==> src/rtl/jtag_pkg.sv <==
// Shared TAP definitions: state encodings, default opcodes and the IR capture pattern.
// Used by the TAP, its FSM, the GPIO scan-chain wrappers and the bench.
package jtag_pkg;

    typedef enum logic [3:0] {
        EXIT2_DR         = 4'h0,
        EXIT1_DR         = 4'h1,
        SHIFT_DR         = 4'h2,
        PAUSE_DR         = 4'h3,
        SELECT_IR        = 4'h4,
        UPDATE_DR        = 4'h5,
        CAPTURE_DR       = 4'h6,
        SELECT_DR        = 4'h7,
        EXIT2_IR         = 4'h8,
        EXIT1_IR         = 4'h9,
        SHIFT_IR         = 4'hA,
        PAUSE_IR         = 4'hB,
        RUN_TEST_IDLE    = 4'hC,
        UPDATE_IR        = 4'hD,
        CAPTURE_IR       = 4'hE,
        TEST_LOGIC_RESET = 4'hF
    } tap_state_e;

    localparam logic [3:0]  DEF_OP_EXTEST    = 4'h0;
    localparam logic [3:0]  DEF_OP_SCAN_N    = 4'h2;
    localparam logic [3:0]  DEF_OP_IDCODE    = 4'he;
    localparam logic [3:0]  DEF_OP_BYPASS    = 4'hf;
    localparam logic [31:0] DEF_IDCODE      = 32'h1000_0001;
    localparam logic [1:0]  IR_CAPTURE      = 2'b01;

endpackage

==> src/rtl/jtag_tap_if.sv <==
// TAP pins plus the strobes/selects handed to the downstream GPIO scan chain.
// tms/tdi are sampled on posedge tck, tdo/tdo_oe launch on negedge; there is no valid/ready pair.
interface jtag_tap_if;
    logic       tms;
    logic       tdi;
    logic       tdo;
    logic       tdo_oe;
    logic       gpios_tdo;
    logic       capture_dr;
    logic       shift_dr;
    logic       update_dr;
    logic       scan_n_ir;
    logic       extest_ir;
    logic [3:0] tap_state;

    modport slave (
        input  tms, tdi, gpios_tdo,
        output tdo, tdo_oe, capture_dr, shift_dr, update_dr, scan_n_ir, extest_ir, tap_state
    );

    modport master (
        output tms, tdi, gpios_tdo,
        input  tdo, tdo_oe, capture_dr, shift_dr, update_dr, scan_n_ir, extest_ir, tap_state
    );
endinterface

==> src/rtl/jtag_tap_fsm.sv <==
// 16-state TAP controller: state register, next-state table and state decodes.
module jtag_tap_fsm
    import jtag_pkg::*;
(
    input  logic       tck,
    input  logic       reset,
    input  logic       tms,
    output tap_state_e state,
    output logic       is_capture_dr,
    output logic       is_shift_dr,
    output logic       is_update_dr,
    output logic       is_capture_ir,
    output logic       is_shift_ir,
    output logic       is_update_ir,
    output logic       is_test_logic_reset
);

    // Five tms=1 clocks reach Test-Logic-Reset from anywhere purely through this table.
    always_ff @(posedge tck or posedge reset) begin
        if (reset) begin
            state <= TEST_LOGIC_RESET;
        end else begin
            case (state)
                TEST_LOGIC_RESET: state <= tms ? TEST_LOGIC_RESET : RUN_TEST_IDLE;
                RUN_TEST_IDLE:    state <= tms ? SELECT_DR : RUN_TEST_IDLE;
                SELECT_DR:        state <= tms ? SELECT_IR : CAPTURE_DR;
                CAPTURE_DR:       state <= tms ? EXIT1_DR  : SHIFT_DR;
                SHIFT_DR:         state <= tms ? EXIT1_DR  : SHIFT_DR;
                EXIT1_DR:         state <= tms ? UPDATE_DR : PAUSE_DR;
                PAUSE_DR:         state <= tms ? EXIT2_DR  : PAUSE_DR;
                EXIT2_DR:         state <= tms ? UPDATE_DR : SHIFT_DR;
                UPDATE_DR:        state <= tms ? SELECT_DR : RUN_TEST_IDLE;
                SELECT_IR:        state <= tms ? TEST_LOGIC_RESET : CAPTURE_IR;
                CAPTURE_IR:       state <= tms ? EXIT1_IR  : SHIFT_IR;
                SHIFT_IR:         state <= tms ? EXIT1_IR  : SHIFT_IR;
                EXIT1_IR:         state <= tms ? UPDATE_IR : PAUSE_IR;
                PAUSE_IR:         state <= tms ? EXIT2_IR  : PAUSE_IR;
                EXIT2_IR:         state <= tms ? UPDATE_IR : SHIFT_IR;
                UPDATE_IR:        state <= tms ? SELECT_DR : RUN_TEST_IDLE;
                default:          state <= TEST_LOGIC_RESET;
            endcase
        end
    end

    assign is_capture_dr       = (state == CAPTURE_DR);
    assign is_shift_dr         = (state == SHIFT_DR);
    assign is_update_dr        = (state == UPDATE_DR);
    assign is_capture_ir       = (state == CAPTURE_IR);
    assign is_shift_ir         = (state == SHIFT_IR);
    assign is_update_ir        = (state == UPDATE_IR);
    assign is_test_logic_reset = (state == TEST_LOGIC_RESET);

endmodule

==> src/rtl/jtag_tap.sv <==
// JTAG TAP: instruction register, IDCODE/BYPASS data registers and the tdo mux
// in front of the GPIO boundary-scan chain.
module jtag_tap
    import jtag_pkg::*;
#(
    parameter int                 IR_BITS      = 4,
    parameter logic [31:0]        IDCODE_VALUE = DEF_IDCODE,
    parameter logic [IR_BITS-1:0] OP_EXTEST    = IR_BITS'(DEF_OP_EXTEST),
    parameter logic [IR_BITS-1:0] OP_SCAN_N    = IR_BITS'(DEF_OP_SCAN_N),
    parameter logic [IR_BITS-1:0] OP_IDCODE    = IR_BITS'(DEF_OP_IDCODE),
    parameter logic [IR_BITS-1:0] OP_BYPASS    = '1
) (
    input logic        tck,
    input logic        reset,
    jtag_tap_if.slave  jif
);

    localparam logic [IR_BITS-1:0] IR_CAPTURE_EXT = IR_BITS'(IR_CAPTURE);

    tap_state_e         state;
    logic               is_capture_dr, is_shift_dr, is_update_dr;
    logic               is_capture_ir, is_shift_ir, is_update_ir, is_test_logic_reset;
    logic [IR_BITS-1:0] ir_shift;
    logic [IR_BITS-1:0] ir_active;
    logic [31:0]        idcode_reg;
    logic               bypass_reg;
    logic               sel_idcode, sel_extest, sel_scan_n, sel_bypass;
    logic               dr_tdo;
    logic               tdo_q, tdo_oe_q;

    jtag_tap_fsm u_fsm (
        .tck                 (tck),
        .reset               (reset),
        .tms                 (jif.tms),
        .state               (state),
        .is_capture_dr       (is_capture_dr),
        .is_shift_dr         (is_shift_dr),
        .is_update_dr        (is_update_dr),
        .is_capture_ir       (is_capture_ir),
        .is_shift_ir         (is_shift_ir),
        .is_update_ir        (is_update_ir),
        .is_test_logic_reset (is_test_logic_reset)
    );

    assign sel_idcode = (ir_active == OP_IDCODE);
    assign sel_extest = (ir_active == OP_EXTEST);
    assign sel_scan_n = (ir_active == OP_SCAN_N);
    // OP_BYPASS and every undefined opcode land here.
    assign sel_bypass = !(sel_idcode || sel_extest || sel_scan_n);

    always_ff @(posedge tck or posedge reset) begin
        if (reset) begin
            ir_shift   <= '0;
            ir_active  <= OP_IDCODE;
            idcode_reg <= '0;
            bypass_reg <= 1'b0;
        end else begin
            if (is_capture_ir)
                ir_shift <= IR_CAPTURE_EXT;
            else if (is_shift_ir)
                ir_shift <= {jif.tdi, ir_shift[IR_BITS-1:1]};

            if (is_test_logic_reset)
                ir_active <= OP_IDCODE;
            else if (is_update_ir)
                ir_active <= ir_shift;

            if (sel_idcode && is_capture_dr)
                idcode_reg <= IDCODE_VALUE;
            else if (sel_idcode && is_shift_dr)
                idcode_reg <= {jif.tdi, idcode_reg[31:1]};

            if (sel_bypass && is_capture_dr)
                bypass_reg <= 1'b0;
            else if (sel_bypass && is_shift_dr)
                bypass_reg <= jif.tdi;
        end
    end

    always_comb begin
        dr_tdo = bypass_reg;
        if (sel_idcode)
            dr_tdo = idcode_reg[0];
        else if (sel_extest || sel_scan_n)
            dr_tdo = jif.gpios_tdo;
    end

    // Launch on the falling edge so the far end samples a settled tdo on the next rising edge.
    always_ff @(negedge tck or posedge reset) begin
        if (reset) begin
            tdo_q    <= 1'b0;
            tdo_oe_q <= 1'b0;
        end else if (is_shift_ir) begin
            tdo_q    <= ir_shift[0];
            tdo_oe_q <= 1'b1;
        end else if (is_shift_dr) begin
            tdo_q    <= dr_tdo;
            tdo_oe_q <= 1'b1;
        end else begin
            tdo_oe_q <= 1'b0;
        end
    end

    assign jif.tdo        = tdo_q;
    assign jif.tdo_oe     = tdo_oe_q;
    assign jif.capture_dr = is_capture_dr;
    assign jif.shift_dr   = is_shift_dr;
    assign jif.update_dr  = is_update_dr;
    assign jif.scan_n_ir  = sel_scan_n;
    assign jif.extest_ir  = sel_extest;
    assign jif.tap_state  = state;

endmodule

==> src/flat_wrapper.sv <==
// flat-port wrapper written by rule: the top's interface ports become plain ports
module jtag_tap_flat import jtag_pkg::*;
#(
    parameter int                 IR_BITS      = 4,
    parameter logic [31:0]        IDCODE_VALUE = DEF_IDCODE,
    parameter logic [IR_BITS-1:0] OP_EXTEST    = IR_BITS'(DEF_OP_EXTEST),
    parameter logic [IR_BITS-1:0] OP_SCAN_N    = IR_BITS'(DEF_OP_SCAN_N),
    parameter logic [IR_BITS-1:0] OP_IDCODE    = IR_BITS'(DEF_OP_IDCODE),
    parameter logic [IR_BITS-1:0] OP_BYPASS    = '1
)
  (tck, reset, jif_tms, jif_tdi, jif_gpios_tdo, jif_tdo, jif_tdo_oe, jif_capture_dr, jif_shift_dr, jif_update_dr, jif_scan_n_ir, jif_extest_ir, jif_tap_state);
  jtag_tap_if jif_i ();
  input logic tck;
  input logic reset;
  input wire logic [$bits(jif_i.tms)-1:0] jif_tms;
  input wire logic [$bits(jif_i.tdi)-1:0] jif_tdi;
  input wire logic [$bits(jif_i.gpios_tdo)-1:0] jif_gpios_tdo;
  output wire logic [$bits(jif_i.tdo)-1:0] jif_tdo;
  output wire logic [$bits(jif_i.tdo_oe)-1:0] jif_tdo_oe;
  output wire logic [$bits(jif_i.capture_dr)-1:0] jif_capture_dr;
  output wire logic [$bits(jif_i.shift_dr)-1:0] jif_shift_dr;
  output wire logic [$bits(jif_i.update_dr)-1:0] jif_update_dr;
  output wire logic [$bits(jif_i.scan_n_ir)-1:0] jif_scan_n_ir;
  output wire logic [$bits(jif_i.extest_ir)-1:0] jif_extest_ir;
  output wire logic [$bits(jif_i.tap_state)-1:0] jif_tap_state;
  assign jif_i.tms = jif_tms;
  assign jif_i.tdi = jif_tdi;
  assign jif_i.gpios_tdo = jif_gpios_tdo;
  assign jif_tdo = jif_i.tdo;
  assign jif_tdo_oe = jif_i.tdo_oe;
  assign jif_capture_dr = jif_i.capture_dr;
  assign jif_shift_dr = jif_i.shift_dr;
  assign jif_update_dr = jif_i.update_dr;
  assign jif_scan_n_ir = jif_i.scan_n_ir;
  assign jif_extest_ir = jif_i.extest_ir;
  assign jif_tap_state = jif_i.tap_state;
  jtag_tap #(.IR_BITS(IR_BITS), .IDCODE_VALUE(IDCODE_VALUE), .OP_EXTEST(OP_EXTEST), .OP_SCAN_N(OP_SCAN_N), .OP_IDCODE(OP_IDCODE), .OP_BYPASS(OP_BYPASS)) u_core (.tck(tck), .reset(reset), .jif(jif_i));
endmodule
==> config.mk <==
export PLATFORM = sky130hd
export DESIGN_NAME = jtag_tap_flat
export DESIGN_NICKNAME = d
export VERILOG_FILES = /design/src/rtl/jtag_pkg.sv /design/src/rtl/jtag_tap_if.sv /design/src/rtl/jtag_tap_fsm.sv /design/src/rtl/jtag_tap.sv /design/src/flat_wrapper.sv
export SDC_FILE = /design/constraint.sdc
export NUM_CORES = 1
export LEC_CHECK = 0
export ABC_AREA = 1
export CAP_MARGIN = 15
export CORE_MARGIN = 2
export CORE_UTILIZATION = 55
export CTS_BUF_LIST = sky130_fd_sc_hd__clkbuf_8
export DETAILED_ROUTE_END_ITERATION = 8
export HOLD_SLACK_MARGIN = 0.03
export PLACE_DENSITY_LB_ADDON = 0.08
export SETUP_SLACK_MARGIN = 0.05
export SYNTH_ARGS = -nofsm -noshare
export SYNTH_HDL_FRONTEND = slang
export SYNTH_SLANG_ARGS = --single-unit
==> constraint.sdc <==
create_clock -name tck -period 2.45 [get_ports tck]
set_clock_uncertainty 0.05 [all_clocks]
set_input_delay 0.49 -clock tck [delete_from_list [all_inputs] [get_ports tck]]
set_output_delay 0.49 -clock tck [all_outputs]
set_load 0.02 [all_outputs]
==> impl_metrics.tcl, run 1 <==
set metrics [dict create \
    postLayoutCellArea_um2 2560 \
    routed_wl_mm 3.98 \
    initial_utilization_pct 56.3 \
    synth-edff-count 0 \
    nets 278 \
    crit_family "flip-flops" \
    cp.arrival_ns 2.08 \
    yosys.area.top_type_share_pct 46.9 \
    vias 1603 \
    cts.sinks 47 \
    cts_tree "done" \
    violations "setup timing" \
    htreeDepth 2 \
    drcViolationCount 0 \
    die_area_um2 4190 \
    die_x_um 64.7 \
    required_ns 1.91 \
    slowest_delay_ns 0.43 \
    whs_ns 0.445 \
    post-place-ws_ns -0.322 \
    drt-initial-drc-count 113 \
    avgSynthCellArea_um2 8.67 \
    synth-async-reset-ratio_pct 100 \
    hold_class "reg -> reg" \
    critPathBufInv 1 \
    place_area_um2 2310 \
    startpoint_type "register" \
    synthCells 234 \
    ys_seq_elements 47 \
    p_sw_uw 1070 \
    io_buffers 15 \
    wl_per_cell_um 12.4 \
    gp_congestion 0.864 \
    cellPowerDensity_nw_per_um2 1140 \
    synth_commonest_cells "nand2_1, dfrtp_1, o21ai_1" \
    n_fill_cell 286 \
    hold_buffers 0 \
    p_leak_uw 0.00120 \
    die_h_um 64.7 \
    clock_latency_ns 0.30 \
    clock_path_buffers 2 \
    dp_hpwl_mm 2.50 \
    endpoint_kind "output port" \
    met1_length_mm 1.93 \
    drive_gt1_share_pct 23.4 \
    syn_nets 239 \
    path_cells "buf_6" \
    pin_count 16 \
    p_int_uw 1850 \
    placementRows 22 \
    viasPerCell 4.98 \
    maxCapViolations 0 \
    wl_met3_um 148 \
    finalHoldViolations 0 \
    wl_met2_mm 1.80 \
    num_antenna_cells 0 \
    root_buffer "clkbuf_8" \
    worst_pin_slew_ns 0.556 \
    synth_most_common_cell "nand2_1" \
    antenna_found_initial 0 \
    ys_seq_area_share_pct 58.4 \
    synth_ff_type "dfrtp_1" \
    path_clk_slew_ns 0.08 \
    p_clk_share_pct 19.3 \
    dr.pass1.iters 4 \
    grt_pass1_wl_mm 6.98 \
    core-area_um2 3610 \
    grt_max_degree 46 \
    ant_nets 0 \
    ys_types 25 \
    track_usage_pct 21.9 \
    setup_viol 3 \
    synth.area.top_cells "dfrtp_1, nand2_1, dfstp_2, o21ai_1, inv_1" \
    netlist_area_um2 2030 \
    sw_frac_of_total_pct 36.7 \
    setup.worst_path.class "reg -> out" \
    pwr-share-seq_pct 38.3 \
    vdd_ir_drop_max_v 0.000599 \
    grt_pass1_vias 1508 \
    setup_ws_ns -0.171 \
    combPwrFrac_pct 42.5 \
    yosys_warnings 0 \
    p_total_uw 2920 \
    synth_area_leader_cell "dfrtp_1" \
    worstPathMaxFanout 2 \
    max-slew-margin-rel_pct 62.9 \
    overflow 0 \
    critPathSlowestCell "dfrtn_1" \
    synthToLayoutAreaGrowth_pct 26.0 \
    highest_layer "met4" \
    rsz0062_at_grt "yes" \
    status "finished with violations" \
    drv_slew 0 \
    cts_inserted_buffers 5 \
    largest_reg_flops 32 \
]
power by group through the flow:
stage / registers [uW] / logic, uW / clock network, uW
final: 1120 / 1240 / 563
after global routing: 1140 / 1380 / 612
after CTS: 1110 / 1190 / 575
after detailed placement: 1110 / 1030 / 0
after global placement: 1100 / 1020 / 0
after floorplan: 1160 / 589 / 0
cells by family (layout without fill, tap and decap cells):
kind of cell / Yosys count / in the layout / share of synthesized area [%]
AOI/OAI and AO/OA: 48 / 48 / 12.9
buffers and inverters: 33 / 73 / 6.78
DFF: 47 / 47 / 58.4
and+or+nand+nor: 106 / 106 / 21.9
layout by cell type, fill, tap and decap left out, types with 3 or more instances in the layout:
cell type / n
clkbuf_8: 5
nand2_1: 74
a21oi_1: 3
nor2_1: 8
inv_1: 17
nor2_4: 4
o21ai_0: 5
nor3_1: 3
inv_2: 5
dfrtp_1: 38
nand2_2: 6
clkdlybuf4s50_1: 10
buf_4: 25
nand3_1: 6
o21ai_1: 32
dfstp_2: 7
path summary, 6_finish.rpt:
check                      cells past startpoint                              start  slack [ns]                                 to
hold / removal                                 2  u_core.idcode_reg[31]$_DFFE_PP0P_        0.45  u_core.idcode_reg[31]$_DFFE_PP0P_
setup / recovery                               1         u_core.jif.tdo$_DFFE_NP0P_       -0.17                            jif_tdo
min in group asynchronous                      3                              reset        0.73  u_core.idcode_reg[28]$_DFFE_PP0P_
hold reg to reg                                2  u_core.idcode_reg[31]$_DFFE_PP0P_        0.45  u_core.idcode_reg[31]$_DFFE_PP0P_
setup reg to reg                               7    u_core.ir_active[2]$_DFFE_PP1P_       -0.01         u_core.jif.tdo$_DFFE_NP0P_
max in group asynchronous                      2                              reset        0.72        u_core.jif.tdo_oe$_DFF_NP0_
per-layer routing:
| layer | track usage (%) | vias up |
|---|---|---|
| li1 | - | 825 |
| met1 | 31.2 | 736 |
| met2 | 32.7 | 30 |
| met3 | 5.73 | 12 |
| met4 | 7.45 | 0 |
| met5 | 0 | - |
worst reg2reg max path: stages (launching register included):
cell and delay (ns):
dfstp_2 0.58, nor2_4 0.06, nand2_2 0.09, nand2_2 0.08, nand3_2 0.07, nand2_1 0.05, nand2_1 0.07, nand2_1 0.06
what timing repair did:
action                                  in CTS  in global routing
buffers inserted                            13                  1
cloned                                       0                  0
resized for setup                           17                  9
endpoints found under the setup margin       5                  7
pin swaps                                    7                  6
cell type report:
cell class              instances  area (um^2)  share of cell area, %
inverters                      24         96.3                   3.77
repair buffers                 41          360                   14.1
clock inverters                 3         43.8                   1.71
flip-flops and latches         47         1180                   46.4
well taps                      48         60.1                   2.35
clock buffers                   5         68.8                   2.69
multi-input cells             154          742                   29.0
through the flow:
step                      util [%]  instances  setup TNS (ns)
after detailed placement      64.2        301          -0.843
after global routing          70.9        322          -0.446
after global placement        64.2        301          -0.771
final                         70.9        322          -0.322
after CTS                     70.2        322          -0.309
after floorplan                  -        234         -0.0333
Power figures use the tool's default switching activity.
==> inputs of run 2 (changes only) <==
--- a/config.mk
+++ b/config.mk
@@ -11,9 +11,11 @@
 export CORE_UTILIZATION = 55
 export CTS_BUF_LIST = sky130_fd_sc_hd__clkbuf_8
 export DETAILED_ROUTE_END_ITERATION = 8
+export GPL_TIMING_DRIVEN = 0
 export HOLD_SLACK_MARGIN = 0.03
 export PLACE_DENSITY_LB_ADDON = 0.08
 export SETUP_SLACK_MARGIN = 0.05
 export SYNTH_ARGS = -nofsm -noshare
 export SYNTH_HDL_FRONTEND = slang
+export SYNTH_HIERARCHICAL = 1
 export SYNTH_SLANG_ARGS = --single-unit
==> run 2 against run 1 <==
Against the previous run: the flow still finishes with violations (setup timing); sequential cell count stayed put; area after synthesis rose by 5.7%; largest cell class unchanged; count of clock-buffer cells in the layout is the same; die area increased by 5.3%; non-clock buffer count shrank 5; critical endpoint unchanged; cell area increased by 0.59%; first-iteration DRC count increased by 19%; largest power group unchanged; wire length rose by 1.1%; cell count increased by 6.5%; via count grew 5.6%; synthesized cell count grew 11%.
==> impl_metrics.tcl, run 2 <==
set metrics [dict create \
    placementRows 22 \
    seqCellArea_um2 1180 \
    initial_utilization_pct 57.7 \
    required_ns 1.91 \
    multi_input_area_um2 792 \
    viasPerCell 4.94 \
    clock_latency_ns 0.30 \
    ys_seq_elements 47 \
    htreeDepth 2 \
    synthXorXnorAreaFrac_pct 0 \
    vias 1693 \
    antenna_found_initial 0 \
    largest_reg_flops 32 \
    pin_count 16 \
    grt_pass1_vias 1632 \
    routed_wl_mm 4.02 \
    critPathSlowestCell "dfrtn_1" \
    dp_hpwl_mm 2.69 \
    dr.pass1.iters 4 \
    setup.worst_path.class "reg -> out" \
    cts_tree "done" \
    die_x_um 66.4 \
    sw_frac_of_total_pct 38.4 \
    core-area_um2 3720 \
    drt-initial-drc-count 135 \
    hold_class "reg -> reg" \
    worst_pin_slew_ns 0.935 \
    p_sw_uw 1010 \
    p_int_uw 1620 \
    drive_gt1_share_pct 20.7 \
    synth_area_leader_cell "dfrtp_1" \
    path_clk_slew_ns 0.09 \
    grt_max_degree 23 \
    drcViolationCount 0 \
    crit_family "flip-flops" \
    final_common_cell "nand2_1" \
    finalHoldViolations 0 \
    startpoint_type "register" \
    rsz0062_at_grt "yes" \
    setup_viol 4 \
    n_fill_cell 311 \
    synthToLayoutAreaGrowth_pct 19.9 \
    post_synth_mux_area_share_pct 0 \
    violations "setup timing" \
    ys_seq_area_share_pct 55.3 \
    pwr-share-seq_pct 40.6 \
    path_cells "buf_6" \
    root_buffer "clkbuf_8" \
    setup_ws_ns -0.175 \
    cellPowerDensity_nw_per_um2 1030 \
    netlist_area_um2 2140 \
    combPwrFrac_pct 41.5 \
    cts.sinks 47 \
    track_usage_pct 21.7 \
    max-slew-margin-rel_pct 37.3 \
    die_h_um 66.4 \
    synth_top_family_by_area "simple AND/OR/NAND/NOR gates" \
    yosys_warnings 6 \
    num_antenna_cells 0 \
    synth-async-reset-ratio_pct 100 \
    syn_nets 265 \
    p_leak_uw 0.00137 \
    grt_pass1_wl_mm 7.28 \
    ys_types 21 \
    synth_ff_type "dfrtp_1" \
    ant_nets 0 \
    overflow 0 \
    clock_path_buffers 2 \
    critPathBufInv 1 \
    status "finished with violations" \
    maxCapViolations 0 \
    cts_inserted_buffers 5 \
    final_core_util_pct 69.2 \
    synth-edff-count 0 \
    synthSimpleGateAreaFrac_pct 29.5 \
    final_cell_mix "nand2_1, dfrtp_1, nand3_1" \
    vdd_ir_drop_max_v 0.000669 \
    synthCells 260 \
    nets 299 \
    synth_compound_area_share_pct 6.01 \
    fin_tns_setup_ns -0.438 \
    synthAdderAreaFrac_pct 0 \
    avgSynthCellArea_um2 8.25 \
    synth.area.top_cells "dfrtp_1, nand2_1, nand3_1, dfstp_2, inv_1" \
    synth_commonest_cells "nand2_1, dfrtp_1, nand3_1" \
    dp_cells 323 \
    wl_per_cell_um 11.7 \
    gp_congestion 0.839 \
    p_clk_share_pct 17.9 \
    drv_slew 0 \
    die_area_um2 4410 \
    synth_most_common_cell "nand2_1" \
    endpoint_kind "output port" \
    worstPathMaxFanout 2 \
    cp.arrival_ns 2.08 \
    fin_cells 343 \
    p_total_uw 2640 \
    slowest_delay_ns 0.44 \
    yosys.area.top_type_share_pct 44.3 \
    io_buffers 15 \
]
## run 2: repair_timing
action | CTS | global route
gates cloned | 1 | 0
endpoints found under the setup margin | 8 | 6
buffers inserted | 10 | 1
pin swaps | 2 | 0
hold buffers | 0 | 0
resized for setup | 19 | 5
## run 2: metrics by stage
| stage | hold WS, ns | setup WS (ns) | cell area (um^2) |
|---|---|---|---|
| floorplan | 0.393 | -0.317 | 2170 |
| global placement | 0.392 | -0.352 | 2380 |
| detailed placement | 0.409 | -0.354 | 2380 |
| CTS | 0.440 | -0.191 | 2570 |
| global route | 0.457 | -0.244 | 2570 |
| finish | 0.436 | -0.175 | 2570 |
## run 2: area by class of cell
type,instances,area share [%]
Buffer,10,3.16
Timing Repair Buffer,26,9.00
Inverter,32,4.82
Timing Repair inverter,1,0.195
Multi-Input combinational cell,171,30.8
Tap cell,48,2.34
Clock buffer,5,2.68
Clock inverter,3,0.925
Sequential cell,47,46.1
## run 2: kinds of logic (layout without fill, tap and decap cells)
group                  after synthesis  count (layout)
AO/OA/AOI/OAI                       22              22
buffers and inverters               42              77
flip-flops                          47              47
AND/OR/NAND/NOR                    149             149
## run 2: per-layer routing
metal  global-route usage [%]  vias to the layer above  part of all wire, %  wire length (um)
li1                         -                      880                    -                 -
met1                     31.3                      783                   52              2080
met2                     32.9                       28                   45              1800
met3                     5.11                        2                  3.3               131
met4                     6.12                        0                 0.42                17
met5                        0                        -                    0                 0
## run 2: power groups by stage
stage | logic [uW] | registers (uW) | clock network (uW)
after floorplan | 622 | 1150 | 0
after global placement | 908 | 1110 | 0
after detailed placement | 922 | 1120 | 0
after CTS | 1090 | 1070 | 486
after global routing | 1230 | 1090 | 521
final | 1090 | 1070 | 473
## run 2: worst paths after layout
kind                                                        start                                 to  slack [ns]  cells past startpoint
min in group asynchronous                                   reset     u_core/ir_shift[0]$_DFFE_PP0P_        0.62                      2
worst max-delay path                   u_core/jif.tdo$_DFFE_NP0P_                            jif_tdo       -0.17                      1
max in group asynchronous                                   reset         u_core/jif.tdo$_DFFE_NP0P_        0.30                      2
worst max register to register    u_core/u_fsm/state[1]$_DFF_PP1_         u_core/jif.tdo$_DFFE_NP0P_       -0.12                      7
worst min-delay path            u_core/idcode_reg[31]$_DFFE_PP0P_  u_core/idcode_reg[31]$_DFFE_PP0P_        0.44                      2
worst min register to register  u_core/idcode_reg[31]$_DFFE_PP0P_  u_core/idcode_reg[31]$_DFFE_PP0P_        0.44                      2
==> inputs of run 3 (changes only) <==
--- a/config.mk
+++ b/config.mk
@@ -6,8 +6,7 @@
 export NUM_CORES = 1
 export LEC_CHECK = 0
 export ABC_AREA = 1
-export CAP_MARGIN = 15
-export CORE_MARGIN = 2
+export CAP_MARGIN = 25
 export CORE_UTILIZATION = 55
 export CTS_BUF_LIST = sky130_fd_sc_hd__clkbuf_8
 export DETAILED_ROUTE_END_ITERATION = 8
==> run 3 against run 2 <==
Against the previous run: the flow still finishes with violations (setup timing); register-to-register slack worse by 0.02 ns; critical path depth stayed put; clock power hardly changed; global-route usage rose by 1.1 points; sequential power about the same; cell area fell by 0.73%; setup slack better by 0.018 ns; via count rose by 1.4%; power decreased by 0.82%; sequential cell count unchanged; highest routed layer unchanged.
==> impl_metrics.tcl, run 3 (synthesis gave the netlist of run 2 again) <==
set metrics [dict create \
    cp.arrival_ns 2.07 \
    vias 1716 \
    drt-initial-drc-count 136 \
    path_cells "buf_6" \
    hold_depth 2 \
    core-area_um2 3690 \
    endpoint_kind "output port" \
    synthToLayoutAreaGrowth_pct 19.0 \
    grt_max_degree 23 \
    grt_pass1_wl_mm 7.22 \
    slowest_delay_ns 0.42 \
    viasPerCell 5.05 \
    drcViolationCount 0 \
    drive_gt1_share_pct 18.5 \
    largest_reg_flops 32 \
    holdPathEnd "u_core/idcode_reg[17]$_DFFE_PP0P_" \
    crit-reg2reg-launch "u_core/u_fsm/state[1]$_DFF_PP1_" \
    path_clk_slew_ns 0.08 \
    hp-start "u_core/idcode_reg[17]$_DFFE_PP0P_" \
    io_buffers 15 \
    vdd_ir_drop_max_v 0.000826 \
    worstPathMaxFanout 2 \
    cellPowerDensity_nw_per_um2 1020 \
    max-slew-margin-rel_pct 36.6 \
    die_h_um 64.4 \
    critPathBufInv 1 \
    setup_ws_ns -0.157 \
    nets 296 \
    pin_count 16 \
    setup.worst_path.class "reg -> out" \
    ant_nets 0 \
    dp_hpwl_mm 2.56 \
    p_leak_uw 0.00136 \
    startpoint_type "register" \
    clock_path_buffers 2 \
    startpoint "u_core/jif.tdo$_DFFE_NP0P_" \
    dp_cells 323 \
    final_cell_mix "nand2_1, dfrtp_1, nand3_1" \
    cts.sinks 47 \
    worst_pin_slew_ns 0.946 \
    htreeDepth 2 \
    setup_viol 3 \
    hold_class "reg -> reg" \
    rr_endpoint "u_core/jif.tdo$_DFFE_NP0P_" \
    crit_family "flip-flops" \
    maxCapViolations 0 \
    status "finished with violations" \
    cts_tree "done" \
    root_buffer "clkbuf_8" \
    reg2reg_depth 7 \
    ff2ff_setup_slack_ns -0.14 \
    rsz0062_at_grt "yes" \
    cts_inserted_buffers 5 \
    violations "setup timing" \
    die_area_um2 4150 \
    final_common_cell "nand2_1" \
    gp_congestion 0.859 \
    required_ns 1.91 \
    clock_latency_ns 0.29 \
    finalHoldViolations 0 \
    initial_utilization_pct 58.1 \
    die_x_um 64.4 \
    placementRows 22 \
    whs_ns 0.435 \
    antenna_found_initial 0 \
    wl_per_cell_um 12.0 \
    drv_slew 0 \
    routed_wl_mm 4.08 \
    critPathSlowestCell "dfrtn_1" \
    fin_cells 340 \
    overflow 0 \
    num_antenna_cells 0 \
    grt_pass1_vias 1657 \
    dr.pass1.iters 4 \
    track_usage_pct 22.8 \
]
-- run 3: cell count changes in the layout (fill, tap and decap cells not counted), moves of 2 or more --
cell and delta:
buf_4 -2, clkbuf_2 -2, clkinvlp_4 -2, dlygate4sd2_1 +2, inv_1 +2
-- run 3: cell type report --
type,count,area (um^2)
plain buffers,10,81.3
repair inverters,1,5.00
clock inverters,2,12.5
inverters,32,124
multi-input cells,171,792
well taps,48,60.1
clock buffers,6,82.6
fillers,308,1140
repair buffers,23,210
flip-flops and latches,47,1180
-- run 3: worst reg2reg max path: cells and delay by family (launching register included) --
family                 cells  cell delay (ns)
buffers and inverters      2             0.13
flip-flops                 1             0.54
AO/OA/AOI/OAI              1             0.11
AND/OR/NAND/NOR            4             0.41
-- run 3: report_power, final --
group	leakage (uW)	total, uW	switching [uW]	internal, uW
clock network	0.0000526	476	249	227
logic	0.000693	1070	651	420
registers	0.000614	1070	91.0	976
total	0.00136	2610	991	1620
-- run 3: metrics by stage --
| stage | area (um^2) | util (%) | TNS [ns] | worst slack, ns | power [uW] |
|---|---|---|---|---|---|
| 6_report | 2550 | 69.2 | -0.421 | -0.157 | 2610 |
| 5_1_grt | 2550 | 69.2 | -0.583 | -0.244 | 2800 |
| 4_1_cts | 2530 | 68.7 | -0.444 | -0.164 | 2600 |
| 3_5_place_dp | 2380 | 64.5 | -1.61 | -0.379 | 2030 |
| 3_3_place_gp | 2380 | 64.5 | -1.57 | -0.364 | 2020 |
| 2_1_floorplan | 2170 | - | -0.403 | -0.317 | 1770 |
-- run 3: how the worst max path moves through the flow --
stage,slack (ns),cells after the start,endpoint
after CTS,-0.16,1,jif_tdo
after floorplan,-0.32,7,u_core/jif.tdo$_DFFE_NP0P_
after detailed placement,-0.38,2,u_core/jif.tdo_oe$_DFF_NP0_
after global routing,-0.24,7,u_core/jif.tdo$_DFFE_NP0P_
final,-0.16,1,jif_tdo
after global placement,-0.36,2,u_core/jif.tdo_oe$_DFF_NP0_
-- run 3: routing by layer --
| layer | GRT usage, % | up-vias | wire length [um] |
|---|---|---|---|
| li1 | - | 876 | - |
| met1 | 31.6 | 795 | 2010 |
| met2 | 34.5 | 36 | 1830 |
| met3 | 5.11 | 9 | 158 |
| met4 | 10.3 | 0 | 82 |
| met5 | 0 | - | 0 |
-- run 3: repair_timing --
action                     in CTS  in global routing
pin swaps                       1                  1
gates resized for setup        16                  1
setup buffers                   6                  2
gates cloned                    1                  0
hold buffers                    0                  0
setup endpoints to repair       8                  5
